**src/rtl/falcon_pkg.sv**
```systemverilog
// Shared constants and types for the small-polynomial sampling blocks.
package falcon_pkg;

    // Maximum coefficient bit width for f/g, indexed by LOGN.
    localparam int unsigned MAX_FG_BITS [11] = '{0, 8, 8, 8, 8, 8, 7, 7, 6, 6, 5};

    localparam int unsigned COEF_W = 8;

    typedef enum logic [1:0] {
        StIdle,
        StCollect,
        StDone
    } state_e;

endpackage

```
**src/rtl/poly_small_collect_if.sv**
```systemverilog
// Sample input, coefficient RAM write port and status of poly_small_collect.
interface poly_small_collect_if #(
    parameter int unsigned LOGN = 9
) ();
    import falcon_pkg::*;

    logic                     start;
    logic                     val_valid;
    logic signed [31:0]       val;
    logic                     busy;
    logic                     coef_we;
    logic [LOGN-1:0]          coef_addr;
    logic [COEF_W-1:0]        coef_data;
    logic                     done;
    logic [15:0]              rej_cnt;

    modport master (
        output start, val_valid, val,
        input  busy, coef_we, coef_addr, coef_data, done, rej_cnt
    );

    modport slave (
        input  start, val_valid, val,
        output busy, coef_we, coef_addr, coef_data, done, rej_cnt
    );

endinterface

```
**src/rtl/poly_small_accept.sv**
```systemverilog
// Combinational acceptance test: bound check on the full sample, odd-sum check on the last one.
module poly_small_accept #(
    parameter int LIM = 32
) (
    input  logic signed [31:0] val,
    input  logic               parity,
    input  logic               last,
    output logic               accept,
    output logic               reject
);

    logic in_range;

    always_comb begin
        in_range = (val >= -LIM) && (val < LIM);
        // The final coefficient must make the coefficient sum odd.
        accept   = in_range && (!last || (parity ^ val[0]));
        reject   = !accept;
    end

endmodule

```
**src/rtl/poly_small_collect.sv**
```systemverilog
// Collects N accepted Gaussian samples into the coefficient RAM, counting rejections.
module poly_small_collect
    import falcon_pkg::*;
#(
    parameter int unsigned LOGN = 9,
    parameter int          LIM  = 1 << (int'(MAX_FG_BITS[LOGN]) - 1)
) (
    input  logic               clk,
    input  logic               rst_n,
    poly_small_collect_if.slave bus
);

    state_e              state_q;
    logic [LOGN-1:0]     u_q;
    logic                parity_q;
    logic                busy_q;
    logic                we_q;
    logic [LOGN-1:0]     addr_q;
    logic [COEF_W-1:0]   data_q;
    logic                done_q;
    logic [15:0]         rej_q;

    logic last;
    logic accept;
    logic reject;

    assign last = (u_q == '1);

    poly_small_accept #(
        .LIM (LIM)
    ) u_accept (
        .val    (bus.val),
        .parity (parity_q),
        .last   (last),
        .accept (accept),
        .reject (reject)
    );

    always_ff @(posedge clk or negedge rst_n) begin
        if (!rst_n) begin
            state_q  <= StIdle;
            u_q      <= '0;
            parity_q <= 1'b0;
            busy_q   <= 1'b0;
            we_q     <= 1'b0;
            addr_q   <= '0;
            data_q   <= '0;
            done_q   <= 1'b0;
            rej_q    <= '0;
        end else begin
            we_q   <= 1'b0;
            done_q <= 1'b0;
            case (state_q)
                StIdle: begin
                    if (bus.start) begin
                        state_q  <= StCollect;
                        u_q      <= '0;
                        parity_q <= 1'b0;
                        rej_q    <= '0;
                        busy_q   <= 1'b1;
                    end
                end
                StCollect: begin
                    if (bus.val_valid) begin
                        if (accept) begin
                            we_q     <= 1'b1;
                            addr_q   <= u_q;
                            data_q   <= bus.val[COEF_W-1:0];
                            parity_q <= parity_q ^ bus.val[0];
                            u_q      <= u_q + LOGN'(1);
                            if (last) state_q <= StDone;
                        end else if (reject && rej_q != 16'hFFFF) begin
                            rej_q <= rej_q + 16'd1;
                        end
                    end
                end
                StDone: begin
                    // Final write is on the bus this cycle; done follows it by one.
                    state_q <= StIdle;
                    busy_q  <= 1'b0;
                    done_q  <= 1'b1;
                end
                default: state_q <= StIdle;
            endcase
        end
    end

    assign bus.busy      = busy_q;
    assign bus.coef_we   = we_q;
    assign bus.coef_addr = addr_q;
    assign bus.coef_data = data_q;
    assign bus.done      = done_q;
    assign bus.rej_cnt   = rej_q;

endmodule

```
**src/flat_wrapper.sv**
```systemverilog
// flat-port wrapper written by rule: the top's interface ports become plain ports
module poly_small_collect_flat import falcon_pkg::*;
#(
    parameter int unsigned LOGN = 9,
    parameter int          LIM  = 1 << (int'(MAX_FG_BITS[LOGN]) - 1)
)
  (clk, rst_n, bus_start, bus_val_valid, bus_val, bus_busy, bus_coef_we, bus_coef_addr, bus_coef_data, bus_done, bus_rej_cnt);
  poly_small_collect_if #(.LOGN(LOGN)) bus_i ();
  input  logic clk;
  input  logic rst_n;
  input wire logic [$bits(bus_i.start)-1:0] bus_start;
  input wire logic [$bits(bus_i.val_valid)-1:0] bus_val_valid;
  input wire logic [$bits(bus_i.val)-1:0] bus_val;
  output wire logic [$bits(bus_i.busy)-1:0] bus_busy;
  output wire logic [$bits(bus_i.coef_we)-1:0] bus_coef_we;
  output wire logic [$bits(bus_i.coef_addr)-1:0] bus_coef_addr;
  output wire logic [$bits(bus_i.coef_data)-1:0] bus_coef_data;
  output wire logic [$bits(bus_i.done)-1:0] bus_done;
  output wire logic [$bits(bus_i.rej_cnt)-1:0] bus_rej_cnt;
  assign bus_i.start = bus_start;
  assign bus_i.val_valid = bus_val_valid;
  assign bus_i.val = bus_val;
  assign bus_busy = bus_i.busy;
  assign bus_coef_we = bus_i.coef_we;
  assign bus_coef_addr = bus_i.coef_addr;
  assign bus_coef_data = bus_i.coef_data;
  assign bus_done = bus_i.done;
  assign bus_rej_cnt = bus_i.rej_cnt;
  poly_small_collect #(.LOGN(LOGN), .LIM(LIM)) u_core (.clk(clk), .rst_n(rst_n), .bus(bus_i));
endmodule
```
**config.mk**
```make
export PLATFORM = sky130hd
export DESIGN_NAME = poly_small_collect_flat
export DESIGN_NICKNAME = d
export VERILOG_FILES = /design/src/rtl/falcon_pkg.sv /design/src/rtl/poly_small_collect_if.sv /design/src/rtl/poly_small_accept.sv /design/src/rtl/poly_small_collect.sv /design/src/flat_wrapper.sv
export SDC_FILE = /design/constraint.sdc
export NUM_CORES = 1
export LEC_CHECK = 0
export CORE_UTILIZATION = 51
export DETAILED_ROUTE_END_ITERATION = 8
export GPL_ROUTABILITY_DRIVEN = 0
export PLACE_DENSITY_LB_ADDON = 0.25
export SYNTH_ARGS = -nofsm -noshare
export SYNTH_HDL_FRONTEND = slang
export SYNTH_SLANG_ARGS = --single-unit
```
**constraint.sdc**
```tcl
create_clock -name clk -period 5.95 [get_ports clk]
set_input_delay 0.595 -clock clk [delete_from_list [all_inputs] [get_ports clk]]
set_output_delay 0.595 -clock clk [all_outputs]
set_load 0.02 [all_outputs]
```
==> impl_results.md <==
- Unique masters post-synth: 46
- Top cells by area, synth: dfrtp_1, mux2_2, nand4_1, mux2i_1, nand2_1
- I/O pin count: 72
- Core area: 0.00447 mm2
- Chip height: 71.0 um
- Syn Inst Count: 232
- Area Growth Syn to Fin: 34.2%
- Cts hold-fix bufs: 0
- DRC: 8
- Grt total ovfl: 0
- Post-CTS Setup Bufs: 0
- # Max-Cap Violations: 0
- CTS H-tree depth: 2
- Starting Density: 0.543
- Critical path peak fanout: 13
- Crit Path Class: input port to flop
- Final WL: 5550 um
- Final TNS setup: 0 ns
- Sequential element share of the synthesized area: 0.494
- Port Buffers: 71
- Cell area after layout: 0.00326 mm2
- Largest net degree at the start of global routing: 49
- Synth Warn #: 0
- Vias in the first global route: 2021
- Nets@finish: 343
- Post-synth top area share: 0.494
- Yosys reg bits: 48
- Outcome: finished with violations
- Post-route ant nets: 0
- PD cells: 230 mW/mm2
- CTS Buffer Depth: 2
- Max VDD drop: 0.000175 V
- Slew HR: 0.309
- Setup crit end kind: flop
- Ys async rst share: 1.00
- Post_cts resized: 0
- Site Rows: 24
- Post-DP HPWL: 4030 um
- Clock Skew: 0.00823 ns
- Mapped Nets: 271
- Tightest Pin Transition: 1.04 ns
- Global-route wire length before repair: 9180 um
- Antenna diodes: 0
- Final hold violations: 0
- Antenna violations before repair: 0
- Violated checks: DRC
- Wirelength per Cell: 15.5 um
- Max Slew Vio Count: 0
- CTS tree: yes
- Detailed Route Iter0 Violations: 124
- Min-delay worst type: input port to async pin
- Layout cells sized above 1: 0.128
- Final core occ: 0.729
- Via-to-Cell Ratio: 5.85
- GRT Overall Usage: 0.231
- Placed cell areas: 0.00317 mm2
- Cells after DPL: 349
- Post-Syn Area per Cell: 10.5 um2
- Worst EP required: 6.13 ns
- CP arrival: 2.79 ns
- Clock root cell: clkbuf_8
- Top_reg_cell synth: dfrtp_1
- Post-synth EDFFs: 0
- Leakage: 1.40 nW
- Period utilisation layout: 0.439
- Worst-skew pair later-pin latency: 0.31 ns
- Pre-Repair DR Iteration Count: 6
- Synth Cell Area: 0.00243 mm2
- Die ar.: 0.00505 mm2
- Post-route insts no fill: 357
- # setup viols final: 0
- Synth area leader: dfrtp_1
- Clk slew on worst S/H paths: 0.09 ns
- Fmax: 383 MHz
- CTS buffer count: 5
- RSZ-0062 raised after global routing: false
- Die width: 71.0 um
- Via count: 2088
- Element type at the critical path start: input port
- Final min period: 2.61 ns
- Clock sink count: 48
## placed cells by master (no fill, tap or decap), types with 2 or more instances in the layout
master	synthesis	layout
clkdlybuf4s50_1	0	70
dfrtp_1	48	48
nand2_1	26	26
nand4_1	17	17
mux2_2	14	14
o21ai_0	13	13
nor2_1	12	12
mux2i_1	10	10
nor4_1	9	9
nor3_1	9	9
nand3_1	8	8
inv_1	7	7
a21oi_1	7	7
clkbuf_8	0	5
or4_1	4	4
nand2b_1	3	3
and2_1	3	3
xnor2_1	3	3
or3_2	3	3
or3_1	3	3
ha_1	3	3
clkinvlp_4	0	2
## sequential cells by signal (all words and copies together), names as in the netlist
register              count
u_core.bus.rej_cnt       16
u_core.bus.busy           1
u_core.bus.done           1
u_core.parity_q           1
u_core.bus.coef_data      8
u_core.u_q                9
u_core.state_q            2
u_core.bus.coef_we        1
u_core.bus.coef_addr      9
## worst max-delay path, stage by stage
cell and delay, ns:
clkdlybuf4s50_1 0.42, nor4_1 0.36, nand4_1 0.17, a2bb2oi_2 0.26, nor2_1 0.61, nor3_1 0.20
mux2i_1 0.17
## per-stage QoR
step / setup WS (ns) / total power (W) / hold WS [ns]
after floorplan: 3.71 / 0.000462 / 0.299
after global placement: 3.13 / 0.000554 / 0.477
after detailed placement: 3.02 / 0.000560 / 0.495
after CTS: 3.35 / 0.000757 / 0.503
after global routing: 3.14 / 0.000784 / 0.535
final: 3.34 / 0.000752 / 0.461
## cells in the mapped netlist, types with 4 or more instances
library cell	instances
dfrtp_1	48
nor4_1	9
a21oi_1	7
o21ai_0	13
inv_1	7
mux2_2	14
nor3_1	9
nor2_1	12
mux2i_1	10
nand4_1	17
nand2_1	26
nand3_1	8
or4_1	4
## cells by family after synthesis
kind of cell             after synthesis  synth area share
multiplexers                          24             0.106
XOR/XNOR                               3            0.0108
AO/OA/AOI/OAI                         29            0.0813
AND/OR/NAND/NOR                      111             0.265
buffers and inverters                 14            0.0273
adder cells (fa/ha/maj)                3            0.0154
flip-flops                            48             0.494
## where the power goes
group	internal (W)	total, W	switching, W
combinational	0.0000855	0.000172	0.0000862
sequential	0.000348	0.000382	0.0000334
clock	0.0000833	0.000198	0.000115
## path summary, 6_finish.rpt
kind	from	to	slack, ns	cells past startpoint
max in group asynchronous	rst_n	u_core.bus.rej_cnt[13]	4.85	1
hold / removal	rst_n	u_core.bus.rej_cnt[12]	0.46	1
hold reg to reg	u_core.bus.rej_cnt[15]	u_core.bus.rej_cnt[15]	0.51	1
setup / recovery	bus_val[15]	u_core.bus.rej_cnt[1]	3.34	7
setup reg to reg	u_core.u_q[0]	u_core.bus.rej_cnt[6]	3.44	8
min in group clk	u_core.bus.rej_cnt[15]	u_core.bus.rej_cnt[15]	0.51	1
## routing by layer
layer,wire (um),GRT usage,up-vias
met5,0,0,-
met4,78,0.0889,0
met3,444,0.0570,7
met2,2660,0.381,74
met1,2360,0.296,999
li1,-,-,1008
## layout make-up
type,count,area (um2)
tap,52,65.1
multi-input combinational,170,1160
clock inverter,3,23.8
timing repair buffer,72,713
fill,350,1210
inverter,7,26.3
clock buffer,5,68.8
sequential,48,1200
(Power assumes the default switching activity.)
